`config.mk`:
```
export PLATFORM = sky130hd
export DESIGN_NAME = burst_do_gen
export DESIGN_NICKNAME = d
export VERILOG_FILES = /design/src/rtl/burst_do_gen.sv
export SDC_FILE = /design/constraint.sdc
export NUM_CORES = 1
export LEC_CHECK = 0
export CORE_MARGIN = 2
export CORE_UTILIZATION = 45
export DETAILED_ROUTE_END_ITERATION = 12
export GPL_TIMING_DRIVEN = 1
export PLACE_DENSITY = 0.7
export SYNTH_ARGS = -nofsm -noshare
export SYNTH_HDL_FRONTEND = slang
export SYNTH_SLANG_ARGS = --single-unit
export TNS_END_PERCENT = 30
```
`constraint.sdc`:
```
create_clock -name clk -period 4.25 [get_ports clk]
set_input_delay 0.85 -clock clk [delete_from_list [all_inputs] [get_ports clk]]
set_output_delay 0.85 -clock clk [all_outputs]
set_load 0.01 [all_outputs]
```
`src/rtl/burst_do_gen.sv`:
```
// Command stage for the run/last controller: turns a burst-length command into
// exactly that many cycles of run request, followed by a guaranteed low gap.
module burst_do_gen #(
    parameter int LEN_W   = 8,
    parameter int GAP_MIN = 2
) (
    input  logic             clk,
    input  logic             rst_n,
    input  logic             cmd_valid,
    output logic             cmd_ready,
    input  logic [LEN_W-1:0] cmd_len,
    input  logic             abort,
    output logic             burst_do,
    output logic             busy,
    output logic             done,
    output logic             aborted
);

    localparam int GAP_W = $clog2(GAP_MIN + 1);

    typedef enum logic [1:0] {
        IDLE  = 2'd0,
        BURST = 2'd1,
        GAP   = 2'd2
    } state_t;

    state_t             state, state_n;
    logic [LEN_W-1:0]   len_cnt, len_n;
    logic [GAP_W-1:0]   gap_cnt, gap_n;
    logic               aborted_r, aborted_r_n;
    logic               do_n, busy_n, done_n, aborted_n;

    // The downstream controller needs its `do` glitch-free, so it is a register.
    // The name burst_do is used because `do` is a reserved word.
    assign cmd_ready = (state == IDLE);

    always_ff @(posedge clk or negedge rst_n) begin
        if (!rst_n) begin
            state     <= IDLE;
            len_cnt   <= '0;
            gap_cnt   <= '0;
            aborted_r <= 1'b0;
            burst_do  <= 1'b0;
            busy      <= 1'b0;
            done      <= 1'b0;
            aborted   <= 1'b0;
        end else begin
            state     <= state_n;
            len_cnt   <= len_n;
            gap_cnt   <= gap_n;
            aborted_r <= aborted_r_n;
            burst_do  <= do_n;
            busy      <= busy_n;
            done      <= done_n;
            aborted   <= aborted_n;
        end
    end

    // Outputs are computed one cycle ahead, so each reflects the state being entered.
    always_comb begin
        state_n     = state;
        len_n       = len_cnt;
        gap_n       = gap_cnt;
        aborted_r_n = aborted_r;
        do_n        = 1'b0;
        busy_n      = 1'b0;
        done_n      = 1'b0;
        aborted_n   = 1'b0;

        case (state)
            IDLE: begin
                if (cmd_valid) begin
                    if (cmd_len != '0) begin
                        state_n = BURST;
                        len_n   = cmd_len;
                        do_n    = 1'b1;
                        busy_n  = 1'b1;
                    end else begin
                        done_n = 1'b1;
                    end
                end
            end

            BURST: begin
                busy_n = 1'b1;
                if (abort) begin
                    state_n     = GAP;
                    gap_n       = GAP_W'(GAP_MIN);
                    aborted_r_n = 1'b1;
                end else if (len_cnt == LEN_W'(1)) begin
                    state_n     = GAP;
                    gap_n       = GAP_W'(GAP_MIN);
                    aborted_r_n = 1'b0;
                end else begin
                    len_n = len_cnt - LEN_W'(1);
                    do_n  = 1'b1;
                end
            end

            GAP: begin
                if (gap_cnt == GAP_W'(1)) begin
                    state_n   = IDLE;
                    done_n    = 1'b1;
                    aborted_n = aborted_r;
                end else begin
                    gap_n  = gap_cnt - GAP_W'(1);
                    busy_n = 1'b1;
                end
            end

            default: begin
                state_n = IDLE;
            end
        endcase
    end

endmodule

```
# == Yosys cells after proc, flatten, opt, wreduce, memory -nomap -nowiden ==
# Index checks and enable logic that the tools add are counted.
# op_classes
n_reduce_logical,9
add_sub_neg,2
eq_ne,11
mux,28
# op_table
operator,count
two-way mux 8 bit,4
case mux 8 bit (2 select lines),1
two-way mux 1 bit,12
two-way mux 2 bit,6
"inequality test 2 bit, second input constant",5
"equality test 8 x 1 -> 1 bit, second input constant",1
nonzero test 8 bit,1
"subtractor 8 x 1 -> 8 bit, second input constant",1
case mux 2 bit (3 select lines),1
nonzero test 2 bit,3
AND reduction 5 bit,1
"equality test 2 x 1 -> 1 bit, second input constant",2
case mux 1 bit (2 select lines),2
case mux 2 bit (2 select lines),1
AND reduction 4 bit,1
"inequality test 3 bit, second input constant",1
case mux 1 bit (3 select lines),1
AND reduction 3 bit,1
"equality test 2 bit, second input constant",1
zero test 2 bit,1
"inequality test 2 x 1 -> 1 bit, second input constant",1
AND reduction 2 bit,1
"subtractor 2 x 1 -> 2 bit, second input constant",1
# totals
register_bits,17
word_cells,58
output_inout_bits,5
in_bits,12

# == Logic depth before layout (Yosys ltp) ==
# Gate-level depths: netlist of the first run.
# depth
ltp_word,4
mapped_depth,6
ltp_nobuf,6

# == Worst setup path after synthesis of the first run ==
# Ideal clock, no wire load.
# synth_path
path_type,input-to-reg
startpoint,input port cmd_valid
endpoint,register len_cnt[1]
setup_time_ps,79
n_path_buf,0
cell_stages,5
t_required_ps,4171
arrival_ps,1947
path_slack_ps,2224
path_cell_list,or3b_2 a21oi_2 nor2_4 inv_1 mux2i_1
# synth_between
elab_chain_cells,2
# synth_rtl
item,line_no,text
"start, declared",9,"input logic cmd_valid,"
inequality test 2 bit (no source line),n/a,
AND reduction 5 bit (no source line),n/a,
"end signal, assigned",49,len_cnt <= len_n;
"end, declared",28,"logic [LEN_W-1:0] len_cnt, len_n;"
# No other way between the ends.
# A chain may end at the register's enable or synchronous reset.

# == Worst setup path in the final report of the first run ==
# Same ends and word-level chain as after synthesis.

==> out/metrics.cfg, run 1 <==
[yosys]
synthArstFlopShare=1.00
synth_top_family_by_area=compound AO/OA/AOI/OAI gates
netlist_instances=91
yosys.area_share.adder=0.0395
synthSimpleGateAreaFrac=0.212
synth_area_per_cell_sq_um=10.4
syn-cell-area_sq_um=950
synth-main-ff-cell=dfrtp_1
synth_cell_types=33
synth_compound_area_frac=0.228
synth.most_common_cell=dfrtp_1
yosys.area.top_type_share=0.448
synth-seq-cells=17
syn_nets=106
synth-seq-area-share=0.448
synth_xor_area_frac=0
synth_edf_count=0
synth_warnings=0
synth_mux_area_frac=0.0369
netlist_top_cells_area=dfrtp_1 45%, o2bb2ai_1 5.5%, ha_1 4.0%
synth_top_area_cell=dfrtp_1
synthTopCellsByCount=17 x dfrtp_1, 7 x a21oi_1, 6 x nor2_1, 6 x o21ai_0, 6 x o2bb2ai_1

[pwr]
comb_power_share=0.502
vdd_drop_max_mv=0.338
switching_power_mw=0.324
p_seq_frac=0.386
intPower_mw=0.447
p_per_area_nw_per_um2=667
p_leak_nw=0.473
p_clk_frac=0.112
netSwitchingFraction=0.420

[critical_path]
crit_arrival_ps=2580
worst_path_max_delay_cell=clkdlybuf4s50_1
critPathLaunchType=input pin
r2r-start=state[1]
crit_fanout=9
required_ps=4470
crit_family=buffers and inverters
max_stage_delay_ps=470
cp_cell_sequence=clkdlybuf4s50_1, or3b_2, a21oi_2, nor2_4, inv_1, mux2i_1
reg2reg_slack_ps=2070
cp-end-kind=register
crit_buf_inv=2
crit_type=in2reg
worstSetupStartpoint=cmd_valid

[timing]
setup_violations=0
hold_viol=0
worst_hold_slack_ps=498
finalClockSkew_ps=4.42
slew_headroom=0.496
rsz0062_at_grt=false
tns_ps=0
slew_viol_final=0
worstMarginPinSlew_ps=754
fin_crit_sh=0.555
max_freq_mhz=424
period_minus_slack_ps=2360

[finish]
fillers=172
regArea_sq_um=425
nNetsFinal=125
multi_input_area_sq_um=490
areaGrowthSynthToFinish_pct=21.7
layout.cells.non_filler=136
post_route_cells_drive_above_1_share=0.110
diodes=0

[clocking]
cts_setup_buffers=0
cts.clk_slew.worst_paths_ps=100
ctsResizeCount=0
cts_max_level=1
insertion_delay_ps=290
cts_root_buf=clkbuf_4
hold_buffers=0
cts_made_buffers=3
cts_sinks=17
ctsLongestPathBuffers=2
cts_tree=built

[die]
dieArea_sq_um=2490
start_util=0.479
coreArea_sq_um=1980
die_w_um=49.9
io_pins=17
fp-row-count=16
die_h_um=49.9

[place]
dpl.hpwl_um=1360
io_buffer_count=16
post-place-cells=132
gp_congestion=0.857

[drt]
vias=754
totalWireLength_um=1840
drtAntennaViolNets=0
vias_per_cell=5.54
drtIter0Drc=17
dr.pass1.iters=4
drc_errors=0
wl_per_cell_um=13.5

[global_routing]
grt-ovfl-total=0
globalRouteTotalUtil=0.182
grt_pass1_vias=717
grt_max_degree=20
antenna_found_initial=0
grt_first_pass_wirelength_um=3340

[run]
drv_cap=0

[worst_hold_path]
min-delay-start=aborted_r
hp-class=reg2reg

[outcome]
outcome=finished clean

worst reg2reg max path, delay by kind of cell (launching register included):
| family | cells | cell delay [ps] |
|---|---|---|
| mux | 1 | 190 |
| buf+inv | 1 | 140 |
| compound gates | 1 | 690 |
| flops | 1 | 440 |
| simple gates | 2 | 640 |
worst paths after layout:
| check | to | cells after the start |
|---|---|---|
| max | len_cnt[1] | 6 |
| min | aborted_r | 1 |
| max reg2reg | len_cnt[1] | 5 |
| min reg2reg | aborted_r | 1 |
| max in group asynchronous | gap_cnt[1] | 1 |
| min in group asynchronous | len_cnt[0] | 1 |
kinds of logic after synthesis:
kind of cell	Yosys count
buffers and inverters	7
adders and majority gates	3
AOI/OAI and AO/OA	30
and+or+nand+nor	31
muxes	3
DFF	17
flip-flops by register name (all words and copies together) (netlist names):
register   count
len_cnt        8
gap_cnt        2
state          2
aborted        1
aborted_r      1
burst_do       1
busy           1
done           1
area by class of cell:
type,count,area share
clock buffer,3,0.0195
clock inverter,1,0.00433
inverter,5,0.0162
multi-input combinational,67,0.424
sequential,17,0.368
tap,27,0.0292
timing repair buffer,16,0.139
cells in the final DEF (no fill, tap or decap):
| cell | instances |
|---|---|
| a21oi_1 | 7 |
| o22ai_1 | 4 |
| nand2b_1 | 1 |
| a22o_1 | 1 |
| clkdlybuf4s50_1 | 16 |
| nor4_1 | 3 |
| nand4_1 | 1 |
| o21a_1 | 1 |
| nor4_4 | 1 |
| nand2_1 | 3 |
| a22oi_1 | 1 |
| clkbuf_4 | 3 |
| or3_1 | 1 |
| or2b_1 | 1 |
| clkinv_2 | 1 |
| and2b_1 | 2 |
| or4_1 | 1 |
| mux2_4 | 1 |
| nor2_4 | 2 |
| o21ai_0 | 6 |
| mux2i_1 | 2 |
| nand3_1 | 1 |
| a21oi_2 | 1 |
| inv_1 | 5 |
| nor2_1 | 6 |
| ha_1 | 3 |
| o2bb2ai_1 | 6 |
| and3_1 | 1 |
| or3b_2 | 2 |
| a311oi_4 | 1 |
| nor3_1 | 4 |
| o211ai_1 | 2 |
| dfrtp_1 | 17 |
| nor3b_1 | 1 |
power groups by stage:
stage | registers [mW] | clock network, mW | logic (mW)
2_1_floorplan | 0.291 | 0 | 0.297
3_3_place_gp | 0.300 | 0 | 0.385
3_5_place_dp | 0.299 | 0 | 0.389
4_1_cts | 0.297 | 0.0922 | 0.389
5_1_grt | 0.310 | 0.100 | 0.432
6_report | 0.298 | 0.0861 | 0.387
layer usage:
metal	wire length, um	share of wire	vias to the layer above	track usage
li1	-	-	382	-
met1	899	0.49	350	0.241
met2	807	0.44	17	0.269
met3	94	0.051	5	0.0576
met4	39	0.021	0	0.0833
met5	0	0	-	0
per-stage QoR:
stage               utilization  power [mW]  setup WS, ps  cell area [sq um]
floorplan                     -       0.588          2220                950
global placement          0.569       0.685          1620               1130
detailed placement        0.569       0.688          1570               1130
CTS                       0.583       0.779          1910               1160
global route              0.583       0.843          1720               1160
finish                    0.583       0.771          1890               1160
Power figures use the tool's default switching activity.
==> run 2: changes to the inputs <==
==> constraint.sdc (replaced) <==
create_clock -name clk -period 2.2 [get_ports clk]
set_input_delay 0.44 -clock clk [delete_from_list [all_inputs] [get_ports clk]]
set_output_delay 0.44 -clock clk [all_outputs]
set_load 0.01 [all_outputs]
==> out/metrics.cfg, run 2 (same netlist as run 1, synthesis figures left out) <==
[outcome]
outcome=finished clean

[pwr]
comb_power_share=0.527
p_seq_frac=0.367
intPower_mw=0.925
netSwitchingFraction=0.411
vdd_drop_max_mv=0.764
p_leak_nw=0.513
switching_power_mw=0.646
p_clk_frac=0.106
p_per_area_nw_per_um2=1290

[global_routing]
grt_pass1_vias=752
globalRouteTotalUtil=0.174
grt_first_pass_wirelength_um=3320
grt_max_degree=19
grt-ovfl-total=0
antenna_found_initial=0

[critical_path]
required_ps=2410
crit_family=buffers and inverters
crit_fanout=9
cp_cell_sequence=clkdlybuf4s50_1, or3b_2, a21oi_2, buf_4, nor2_4, inv_1, mux2i_1
cp-end-kind=register
worst_path_max_delay_cell=clkdlybuf4s50_1
crit_arrival_ps=2050
max_stage_delay_ps=470
critPathLaunchType=input pin
reg2reg_depth=6
crit_type=in2reg
crit_buf_inv=3
critical_path_depth=7

[place]
gp_congestion=0.865
dpl.hpwl_um=1440
pre_cts_ws_ps=53.1
io_buffer_count=16

[clocking]
ctsLongestPathBuffers=2
cts_made_buffers=3
insertion_delay_ps=290
cts_sinks=17
hold_buffers=0
cts_tree=built
cts_max_level=1
cts_setup_buffers=0
cts_root_buf=clkbuf_4
cts.clk_slew.worst_paths_ps=100
ctsResizeCount=0

[drt]
wl_per_cell_um=13.2
totalWireLength_um=1890
dr.pass1.iters=4
drtIter0Drc=12
vias_per_cell=5.45
drtAntennaViolNets=0
vias=779
drc_errors=0

[timing]
worstMarginPinSlew_ps=343
period_minus_slack_ps=1840
setup_violations=0
slew_viol_final=0
setup_ws_ps=361
tns_ps=0
fin_crit_sh=0.836
rsz0062_at_grt=false
finalClockSkew_ps=6.90
hold_viol=0
slew_headroom=0.770
max_freq_mhz=544

[die]
io_pins=17
coreArea_sq_um=1980
fp-row-count=16
start_util=0.479
dieArea_sq_um=2490
die_w_um=49.9
die_h_um=49.9

[finish]
final_cell_mix=17 x dfrtp_1, 16 x clkdlybuf4s50_1, 7 x a21oi_1
regArea_sq_um=425
largest_register=len_cnt
layout_commonest_cell=dfrtp_1
post_route_cells_drive_above_1_share=0.164
multi_input_area_sq_um=490
fillers=163
nNetsFinal=132
areaGrowthSynthToFinish_pct=28.6
top_regs=len_cnt x8, gap_cnt x2, state x2
largest_reg_flops=8
diodes=0

[run]
drv_cap=0

[worst_hold_path]
hp-class=in2async

-- run 2: cell types whose count changed in the layout (fill, tap and decap cells not counted) --
cell,delta
buf_12,+1
buf_4,+6
-- run 2: path summary, 6_finish.rpt --
kind	from	end	slack [ps]
worst min-delay path	rst_n	burst_do	450
worst max register to register	len_cnt[0]	len_cnt[6]	450
worst min register to register	aborted_r	aborted_r	510
worst max-delay path	cmd_valid	len_cnt[1]	360
max in group asynchronous	rst_n	len_cnt[3]	1550
min in group clk	aborted_r	aborted_r	510
-- run 2: power groups by stage --
stage               registers [mW]  clock network [mW]  logic [mW]
CTS                          0.577               0.176       0.830
global route                 0.604               0.188       0.907
floorplan                    0.563                   0       0.573
global placement             0.580                   0       0.814
detailed placement           0.582                   0       0.828
finish                       0.577               0.166       0.827
-- run 2: cell type report --
type,instances,share of cell area
Clock inverter,1,0.00410
Tap cell,27,0.0277
Inverter,5,0.0154
Sequential cell,17,0.348
Multi-Input combinational cell,67,0.402
Timing Repair Buffer,23,0.184
Clock buffer,3,0.0184
-- run 2: metal layers --
metal	vias to the layer above	GRT usage	routed length [um]
met3	0	0.0667	118
met1	360	0.220	879
met4	0	0.0185	0
li1	393	-	-
met2	26	0.291	897
met5	-	0	0
-- run 2: metrics by stage --
stage / utilization / hold slack, ps / instance area, sq um / cells / power, mW
after floorplan: - / 144 / 950 / 91 / 1.14
after global placement: 0.602 / 483 / 1190 / 139 / 1.39
after detailed placement: 0.602 / 494 / 1190 / 139 / 1.41
after CTS: 0.616 / 459 / 1220 / 143 / 1.58
after global routing: 0.616 / 475 / 1220 / 143 / 1.70
final: 0.616 / 454 / 1220 / 143 / 1.57
